<file path="config.mk">
export PLATFORM = sky130hd
export DESIGN_NAME = fns_decoder_2_7_flat
export DESIGN_NICKNAME = d
export VERILOG_FILES = /design/src/rtl/fns_decoder_2_7_pkg.sv /design/src/rtl/fns_decoder_2_7_if.sv /design/src/rtl/fns_decoder_2_7_partial_sum.sv /design/src/rtl/fns_decoder_2_7.sv /design/src/flat_wrapper.sv
export SDC_FILE = /design/constraint.sdc
export NUM_CORES = 1
export LEC_CHECK = 0
export ABC_AREA = 1
export BUFFER_PORTS_ARGS = -buffer_cell sky130_fd_sc_hd__clkbuf_2
export CAP_MARGIN = 40
export CORE_UTILIZATION = 63
export CTS_CLUSTER_DIAMETER = 100
export CTS_CLUSTER_SIZE = 20
export DETAILED_ROUTE_END_ITERATION = 8
export PLACE_DENSITY = 0.95
export SLEW_MARGIN = 10
export SYNTH_ARGS = -nofsm -noshare
export SYNTH_HDL_FRONTEND = slang
export SYNTH_SLANG_ARGS = --single-unit
</file>
<file path="constraint.sdc">
create_clock -name clock -period 6.6 [get_ports clock]
set_input_delay 0.66 -clock clock [delete_from_list [all_inputs] [get_ports clock]]
set_output_delay 0.66 -clock clock [all_outputs]
set_load 0.02 [all_outputs]
</file>
<file path="src/rtl/fns_decoder_2_7_pkg.sv">
// Shared FNS definitions for the 9-TSV Fibonacci-numeral-system CAC link:
// code/weight widths, the largest legal data value and the default weight set.
package fns_decoder_2_7_pkg;

   localparam int FNS_CODE_W   = 9;               // TSV code bits (x+y)
   localparam int FNS_W_W      = 7;               // width of one weight and of the data word
   localparam int FNS_DATA_MAX = 88;              // largest legal decoded value
   localparam int FNS_LO_N     = 4;               // code bits summed by the low partial adder

   // Default Fibonacci weights, bit8 down to bit0: 34,21,13,8,5,3,2,1,1.
   localparam logic [FNS_CODE_W*FNS_W_W-1:0] FNS_DEF_WEIGHTS = {
      7'd34, 7'd21, 7'd13, 7'd8, 7'd5, 7'd3, 7'd2, 7'd1, 7'd1
   };

endpackage

</file>
<file path="src/rtl/fns_decoder_2_7_if.sv">
// Code-in / data-out stream of the FNS decoder.
// Valid/ready: a word moves when valid and ready are both 1 at a rising clock
// edge; the sender keeps valid and the payload steady until that edge, and
// valid never depends on ready.
interface fns_decoder_2_7_if
   import fns_decoder_2_7_pkg::*;
#(
   parameter int CODE_W = FNS_CODE_W,
   parameter int W_W    = FNS_W_W
);
   logic              in_valid;
   logic              in_ready;
   logic [CODE_W-1:0] codein;
   logic              out_valid;
   logic              out_ready;
   logic [W_W-1:0]    dataout;
   logic              err;

   // Upstream source and downstream sink seen together as one agent.
   modport master (
      output in_valid, codein, out_ready,
      input  in_ready, out_valid, dataout, err
   );

   // The decoder side.
   modport slave (
      input  in_valid, codein, out_ready,
      output in_ready, out_valid, dataout, err
   );
endinterface

</file>
<file path="src/rtl/fns_decoder_2_7_partial_sum.sv">
// Combinational weighted sum of a slice of masked code bits. The sum is kept
// SUM_W bits wide; ovf flags any carry lost above that width.
module fns_decoder_2_7_partial_sum #(
   parameter int N     = 4,
   parameter int W_W   = 7,
   parameter int SUM_W = 9
) (
   input  logic [N-1:0]     bits,
   input  logic [N*W_W-1:0] weights,
   output logic [SUM_W-1:0] sum,
   output logic             ovf
);
   // Four spare bits hold any carry of up to 16 weights.
   localparam int ACC_W = SUM_W + 4;

   logic [ACC_W-1:0] acc;

   // Add the weight of every set bit.
   always_comb begin
      acc = '0;
      for (int i = 0; i < N; i++) begin
         if (bits[i]) acc = acc + ACC_W'(weights[i*W_W +: W_W]);
      end
   end

   assign sum = acc[SUM_W-1:0];
   assign ovf = |acc[ACC_W-1:SUM_W];
endmodule

</file>
<file path="src/rtl/fns_decoder_2_7.sv">
// FNS receive-side decoder: three-stage valid/ready pipeline that rebuilds the
// data word as the weighted sum of enabled code bits.
//   S1: masked code   S2: two partial sums   S3: final sum, range check
// Stages advance together unless the output is stalled; holes are kept.
module fns_decoder_2_7
   import fns_decoder_2_7_pkg::*;
#(
   parameter int CODE_W   = FNS_CODE_W,
   parameter int W_W      = FNS_W_W,
   parameter int DATA_MAX = FNS_DATA_MAX
) (
   input  logic                  clock,
   input  logic                  reset,
   input  logic                  cfg_load,
   input  logic [CODE_W*W_W-1:0] fns_weights,
   input  logic [CODE_W-1:0]     en_flag,
   output logic                  busy,
   fns_decoder_2_7_if.slave      bus
);
   localparam int LO_N   = FNS_LO_N;
   localparam int HI_N   = CODE_W - LO_N;
   localparam int PART_W = W_W + 2;
   localparam int SUM_W  = W_W + 3;

   logic                  rdy_en;
   logic [CODE_W*W_W-1:0] w_cfg;
   logic [CODE_W-1:0]     en_cfg;
   logic                  v1, v2, v3;
   logic [CODE_W-1:0]     m1;
   logic [PART_W-1:0]     ps_lo, ps_hi, ps_lo2, ps_hi2;
   logic                  ovf_lo, ovf_hi, ovf2;
   logic [SUM_W-1:0]      sum_full;
   logic [W_W-1:0]        data_q;
   logic                  err_q;
   logic                  stall, accept;

   assign stall         = v3 & ~bus.out_ready;
   assign bus.in_ready  = rdy_en & ~stall & ~cfg_load;
   assign accept        = bus.in_valid & bus.in_ready;
   assign busy          = v1 | v2 | v3;
   assign bus.out_valid = v3;
   assign bus.dataout   = data_q;
   assign bus.err       = err_q;

   // Input side opens on the first clock after reset release.
   always_ff @(posedge clock or posedge reset) begin
      if (reset) rdy_en <= 1'b0;
      else       rdy_en <= 1'b1;
   end

   // Config capture only while the pipeline is empty, so in-flight words
   // never see a weight change.
   always_ff @(posedge clock or posedge reset) begin
      if (reset) begin
         w_cfg  <= '0;
         en_cfg <= '0;
      end else if (cfg_load && !busy) begin
         w_cfg  <= fns_weights;
         en_cfg <= en_flag;
      end
   end

   fns_decoder_2_7_partial_sum #(.N(LO_N), .W_W(W_W), .SUM_W(PART_W)) u_sum_lo (
      .bits    (m1[LO_N-1:0]),
      .weights (w_cfg[LO_N*W_W-1:0]),
      .sum     (ps_lo),
      .ovf     (ovf_lo)
   );

   fns_decoder_2_7_partial_sum #(.N(HI_N), .W_W(W_W), .SUM_W(PART_W)) u_sum_hi (
      .bits    (m1[CODE_W-1:LO_N]),
      .weights (w_cfg[CODE_W*W_W-1:LO_N*W_W]),
      .sum     (ps_hi),
      .ovf     (ovf_hi)
   );

   // Two PART_W operands cannot overflow SUM_W.
   assign sum_full = SUM_W'(ps_lo2) + SUM_W'(ps_hi2);

   // Pipeline registers: everything holds while the output is stalled.
   always_ff @(posedge clock or posedge reset) begin
      if (reset) begin
         v1     <= 1'b0;
         v2     <= 1'b0;
         v3     <= 1'b0;
         m1     <= '0;
         ps_lo2 <= '0;
         ps_hi2 <= '0;
         ovf2   <= 1'b0;
         data_q <= '0;
         err_q  <= 1'b0;
      end else if (!stall) begin
         v1 <= accept;
         v2 <= v1;
         v3 <= v2;
         if (accept) m1 <= bus.codein & en_cfg;
         if (v1) begin
            ps_lo2 <= ps_lo;
            ps_hi2 <= ps_hi;
            ovf2   <= ovf_lo | ovf_hi;
         end
         if (v2) begin
            data_q <= sum_full[W_W-1:0];
            err_q  <= ovf2 | (sum_full > SUM_W'(DATA_MAX));
         end
      end
   end
endmodule

</file>
<file path="src/flat_wrapper.sv">
// flat-port wrapper written by rule: the top's interface ports become plain ports
module fns_decoder_2_7_flat import fns_decoder_2_7_pkg::*;
#(
   parameter int CODE_W   = FNS_CODE_W,
   parameter int W_W      = FNS_W_W,
   parameter int DATA_MAX = FNS_DATA_MAX
)
  (clock, reset, cfg_load, fns_weights, en_flag, busy, bus_in_valid, bus_codein, bus_out_ready, bus_in_ready, bus_out_valid, bus_dataout, bus_err);
  fns_decoder_2_7_if #(.CODE_W(CODE_W), .W_W(W_W)) bus_i ();
  input  logic clock;
  input  logic reset;
  input  logic cfg_load;
  input  logic [CODE_W*W_W-1:0] fns_weights;
  input  logic [CODE_W-1:0] en_flag;
  output logic busy;
  input wire logic [$bits(bus_i.in_valid)-1:0] bus_in_valid;
  input wire logic [$bits(bus_i.codein)-1:0] bus_codein;
  input wire logic [$bits(bus_i.out_ready)-1:0] bus_out_ready;
  output wire logic [$bits(bus_i.in_ready)-1:0] bus_in_ready;
  output wire logic [$bits(bus_i.out_valid)-1:0] bus_out_valid;
  output wire logic [$bits(bus_i.dataout)-1:0] bus_dataout;
  output wire logic [$bits(bus_i.err)-1:0] bus_err;
  assign bus_i.in_valid = bus_in_valid;
  assign bus_i.codein = bus_codein;
  assign bus_i.out_ready = bus_out_ready;
  assign bus_in_ready = bus_i.in_ready;
  assign bus_out_valid = bus_i.out_valid;
  assign bus_dataout = bus_i.dataout;
  assign bus_err = bus_i.err;
  fns_decoder_2_7 #(.CODE_W(CODE_W), .W_W(W_W), .DATA_MAX(DATA_MAX)) u_core (.clock(clock), .reset(reset), .cfg_load(cfg_load), .fns_weights(fns_weights), .en_flag(en_flag), .busy(busy), .bus(bus_i));
endmodule
</file>
Word level (Yosys, flattened, before mapping) --
Cells that the tools add are included.
Storage, ports and cells: bits of input ports 86, word-level logic and storage cells 49, output and inout bits 11, register bits after elaboration 112
Cells by class: $lt $le $gt $ge 1, mux-type cells 9, reduce and logical (&&, ||, !) cells 7, bitwise logic cells 12, add/sub/neg operators 8
Operators by type and width (count):
- $add A13 B7 Y13 | 7
- $mux W13 | 7
- $mux W7 | 2
- $add A9 B9 Y10 | 1
- $gt A10 B7 Y1 const B | 1
- $and A9 B9 Y9 | 1
- $reduce_or A4 Y1 | 2
- $reduce_and A2 Y1 | 3
- $and A1 B1 Y1 | 4
- $or A1 B1 Y1 | 4
- $not A1 Y1 | 3
- $logic_and A1 B1 Y1 | 1
- $logic_not A1 Y1 | 1

Depth between registers and ports, before layout --
depth after elaboration 11, gate-level depth with buffers 38, gate-level depth less buffers 37

Modules after synthesis --
Synthesis repeated with hierarchy kept, for this count alone.
Second synthesis, totals: cells, all modules 954, area, all modules 8145.3 um^2
By module, submodules not included:
- fns_decoder_2_7 | area an instance 4976.0 um^2, cells each 411, times used 1, seq. area each 2802.7 um^2
- fns_decoder_2_7_partial_sum at u_core.u_sum_hi | area an instance 1779.2 um^2, cells each 309, times used 1, seq. area each 0.0 um^2
- fns_decoder_2_7_partial_sum at u_core.u_sum_lo | area an instance 1390.1 um^2, cells each 234, times used 1, seq. area each 0.0 um^2

Least setup slack after synthesis --
OpenSTA, ideal clock, no wires.
path type register to register, start point register u_core.m1[4], end point register u_core.ps_hi2[7], buffers on the path 1, cell stages (with the launch flop) 36, period minus slack after synthesis 4.470 ns, setup slack 2.130 ns, library setup time 0.118 ns, arrival time 4.353 ns, required time 6.482 ns, cells stage by stage dfrtp_1 > buf_6 > nand2_1 > inv_1 > ha_1 > inv_1 > fa_1 > inv_1 > nand2_1 > nand2_1 > o22ai_2 > ha_1 > a21oi_1 > nand2_1 > a21oi_1 > or2_2 > nand3_1 > nand2_1 > inv_1 > ha_1 > nand2_1 > inv_1 > nand2_1 > nand3_1 > or2_2 > nand3_1 > nand2_1 > ha_1 > nand2_1 > inv_1 > nand4_1 > o211ai_1 > nand2_1 > nor2_2 > nand3b_1 > nand2_1
Between the ends: word-level cells in the longest chain between the ends 9
RTL lines:
- from (decl) | line fns_decoder_2_7.sv:29 | logic [CODE_W-1:0] m1;
- from (signal assigned) | line fns_decoder_2_7.sv:96 | if (accept) m1 <= bus.codein & en_cfg;
- $mux W7 * | line fns_decoder_2_7_partial_sum.sv:22 | if (bits[i]) acc = acc + ACC_W'(weights[i*W_W +: W_W]);
- $add A13 B7 Y13 | line fns_decoder_2_7_partial_sum.sv:22
- $mux W13 * | line fns_decoder_2_7_partial_sum.sv:22
- $add A13 B7 Y13 | line fns_decoder_2_7_partial_sum.sv:22
- $mux W13 * | line fns_decoder_2_7_partial_sum.sv:22
- $add A13 B7 Y13 | line fns_decoder_2_7_partial_sum.sv:22
- $mux W13 * | line fns_decoder_2_7_partial_sum.sv:22
- $add A13 B7 Y13 | line fns_decoder_2_7_partial_sum.sv:22
- $mux W13 * | line fns_decoder_2_7_partial_sum.sv:22
- to (signal assigned) | line fns_decoder_2_7.sv:99 | ps_hi2 <= ps_hi;
- to (decl) | line fns_decoder_2_7.sv:30 | logic [PART_W-1:0] ps_lo, ps_hi, ps_lo2, ps_hi2;
Mark *: on every way between the ends. The rest lies on a longest branch, timed or not. A chain may end at the register's enable or synchronous reset.

Final worst setup path --
start point register u_core.m1[4], end point register u_core.ovf2
Between the ends: word-level cells in the longest chain between the ends 11
RTL lines:
- $mux W7 * | line fns_decoder_2_7_partial_sum.sv:22
- $add A13 B7 Y13 | line fns_decoder_2_7_partial_sum.sv:22
- $mux W13 * | line fns_decoder_2_7_partial_sum.sv:22
- $add A13 B7 Y13 | line fns_decoder_2_7_partial_sum.sv:22
- $mux W13 * | line fns_decoder_2_7_partial_sum.sv:22
- $add A13 B7 Y13 | line fns_decoder_2_7_partial_sum.sv:22
- $mux W13 * | line fns_decoder_2_7_partial_sum.sv:22
- $add A13 B7 Y13 | line fns_decoder_2_7_partial_sum.sv:22
- $mux W13 * | line fns_decoder_2_7_partial_sum.sv:22
- $reduce_or A4 Y1 * | line fns_decoder_2_7_partial_sum.sv:27 | assign ovf = |acc[ACC_W-1:SUM_W];
- $or A1 B1 Y1 * | line fns_decoder_2_7.sv:100 | ovf2 <= ovf_lo | ovf_hi;
- to (signal assigned) | line fns_decoder_2_7.sv:100
- to (decl) | line fns_decoder_2_7.sv:31 | logic ovf_lo, ovf_hi, ovf2;
Marked as above.

==> flow_summary.json <==
{
  "synth-seq-area-share_pct": 38.07,
  "cp.buffers_inverters": 7,
  "period_share_pct": 79.95,
  "grt_use_total_pct": 29.01,
  "clkSlewWorstSetupHoldPaths_ps": 70,
  "cts_setup_buffers": 0,
  "drt_iter0_drc": 308,
  "post_dp_cell_area_sq_um": 7974,
  "rows": 39,
  "critPathSlowestCell": "dfrtp_1",
  "dpl_worst_slack_ps": 1476,
  "drt-total-wl_microns": 15990,
  "dieArea_sq_um": 12120,
  "cts_root_buf": "clkbuf_16",
  "cts_num_sinks": 112,
  "cp_slowest_stage_delay_ps": 600,
  "antenna_cells": 0,
  "ant_nets": 0,
  "setup_ws_ps": 1323,
  "fin_nets": 1112,
  "dr.pass1.iters": 5,
  "placedCellCount": 1092,
  "critical_path_arrival_ps": 5580,
  "fin_skew_ps": 11.69,
  "start_util_pct": 64.48,
  "cts_max_level": 3,
  "die_height_microns": 110.1,
  "fin_util_pct": 72.31,
  "vias_per_cell": 5.657,
  "drv_slew": 0,
  "clk_path_buf_depth": 2,
  "hold_buffers": 0,
  "dp_hpwl_microns": 12090,
  "cts_tree": "built",
  "grt_pass1_wl_microns": 26870,
  "setup-violations-final": 0,
  "drc": 0,
  "crit_path_start_kind": "flop",
  "p_total_mw": 3.477,
  "reg2reg_from": "u_core.m1[4]",
  "worstSkewPairLatency_ps": 370,
  "coreArea_sq_um": 11420,
  "crit_top_cell": "nand2_1",
  "drive_gt1_share_pct": 21.24,
  "ctsResizeCount": 0,
  "hp-class": "input pin to asynchronous set/reset pin",
  "synthesis.area_sq_um": 7362,
  "drv_cap": 0,
  "syn_inst": 870,
  "finalWeightedCongestion": 0.9147,
  "io_pins": 97,
  "overflow": 0,
  "tns_ps": 0,
  "static-leakage-power_nw": 4.426,
  "fin_crit_ps": 5277,
  "ys_seq_elements": 112,
  "slew_headroom_pct": 45.79,
  "p_per_area_nw_per_um2": 421.1,
  "r2r-end": "u_core.ovf2",
  "ys_types": 40,
  "antenna_found_initial": 0,
  "r2r_cells": 36,
  "fmax_mhz": 189.5,
  "status": "finished clean",
  "yosys_warnings": 0,
  "crit_family": "simple AND/OR/NAND/NOR gates",
  "numCtsBuffers": 9,
  "endpoint_kind": "flop",
  "worstMarginPinSlew_ps": 813.2,
  "rsz0062_at_grt": "no",
  "crit_type": "flop to flop",
  "io_buffers": 96,
  "cp.required_ps": 6910,
  "final_area_sq_um": 8257,
  "post_drt_wl_per_cell_microns": 14.43,
  "die_x_microns": 110.1,
  "ir_worst_vdd_mv": 0.2565,
  "ff2ff_setup_slack_ps": 1320,
  "vias": 6268,
  "area_delta_synth_final_pct": 12.15,
  "grt_max_degree": 66,
  "whs_ps": 339.9,
  "stdcell_count": 1108,
  "critPathMaxFanout": 11,
  "hold_viol_final": 0,
  "avgSynthCellArea_sq_um": 8.462,
  "grt_pass1_vias": 6067,
  "syn_nets": 1022
}
## where the power goes
part	switching, mW	total (mW)	internal (mW)
registers	0.165	1.06	0.893
logic	1.11	1.88	0.774
clock network	0.264	0.535	0.270
## synthesized netlist by cell type
cell type / instances / share of area, %
xor2_1: 18 / 2.1
fa_1: 8 / 2.2
a21o_1: 3 / 0.31
nor3_1: 1 / 0.068
nor2_2: 2 / 0.17
and2_4: 1 / 0.12
xnor2_1: 11 / 1.3
nand2_4: 2 / 0.31
buf_2: 6 / 0.41
nand3_4: 1 / 0.24
o21a_1: 2 / 0.20
ha_1: 58 / 9.9
nand3b_1: 2 / 0.20
o22ai_1: 2 / 0.17
dfrtp_1: 112 / 38
nor4_1: 1 / 0.085
o21bai_1: 1 / 0.10
clkbuf_1: 7 / 0.36
nand2_1: 214 / 11
or2_1: 1 / 0.085
or2_2: 5 / 0.42
mux2_2: 66 / 10
conb_1: 1 / 0.051
clkinv_1: 6 / 0.31
nand2_2: 5 / 0.42
o21ai_2: 5 / 0.59
nand3_1: 59 / 4.0
o22ai_2: 1 / 0.17
inv_2: 1 / 0.051
buf_1: 5 / 0.25
inv_1: 99 / 5.0
a31oi_1: 3 / 0.25
o21ai_0: 50 / 3.4
o211ai_1: 6 / 0.61
o21ai_1: 4 / 0.27
and2_1: 2 / 0.17
buf_6: 2 / 0.31
nand4_1: 15 / 1.3
a21oi_1: 48 / 3.3
nor2_1: 34 / 1.7
## final cells by class
type	instances	area (sq um)
sequential	112	2803
tap	143	178.9
inverter	106	400.4
fill	868	3162
timing repair buffer	99	515.5
multi-input combinational	632	4076
clock buffer	11	242.7
clock inverter	5	40.04
## worst register-to-register path, delay by kind of cell (launching register included)
family | cells | cell delay [ps]
fa+ha+maj | 5 | 1580
buf+inv | 7 | 430
compound gates | 4 | 550
flops | 1 | 600
simple gates | 20 | 2040
## flip-flops by register name, summed over array words and instances, names as in the netlist, 7 cells and up
register,flops
u_core.m1,9
u_core.ps_lo2,9
u_core.ps_hi2,9
u_core.en_cfg,9
u_core.w_cfg,63
u_core.bus.dataout,7
## worst max path at each step
stage	from	endpoint	slack [ps]	depth (start not counted)
floorplan	u_core.m1[4]	u_core.ps_hi2[7]	2130	35
global placement	u_core.m1[4]	u_core.ps_hi2[7]	1770	34
detailed placement	u_core.m1[4]	u_core.ovf2	1480	36
CTS	u_core.m1[4]	u_core.ovf2	1390	36
global route	u_core.m1[4]	u_core.ovf2	850	36
finish	u_core.m1[4]	u_core.ovf2	1320	36
## logic make-up (layout without fill, tap and decap cells)
group	after synthesis	in the layout	share of synthesized area, %
flip-flops	112	112	38.07
AO/OA/AOI/OAI	125	125	9.347
adder cells (fa/ha/maj)	66	66	12.03
AND/OR/NAND/NOR	345	345	20.22
XOR/XNOR	29	29	3.450
other	1	1	0.05094
multiplexers	66	66	10.10
buffers and inverters	126	221	6.730
## routing by layer
layer | track usage, % | share of wire, %
met1 | 34.43 | 43
met2 | 49.64 | 48
met3 | 7.407 | 6.2
met4 | 12.97 | 3.1
met5 | 0 | 0
## layout by cell type, fill, tap and decap left out, types with 6 or more instances in the layout
cell type  count
mux2_2        66
nand3_1       58
fa_1           8
dfrtp_1      112
clkbuf_16      9
clkinv_1       6
o211ai_1       6
a21oi_1       48
nand4_1       15
xnor2_1       11
o21ai_0       50
xor2_1        18
nor2_1        34
clkbuf_2      96
ha_1          58
nand2_1      214
inv_1         98
No activity file was read; power rests on OpenSTA's default activity.
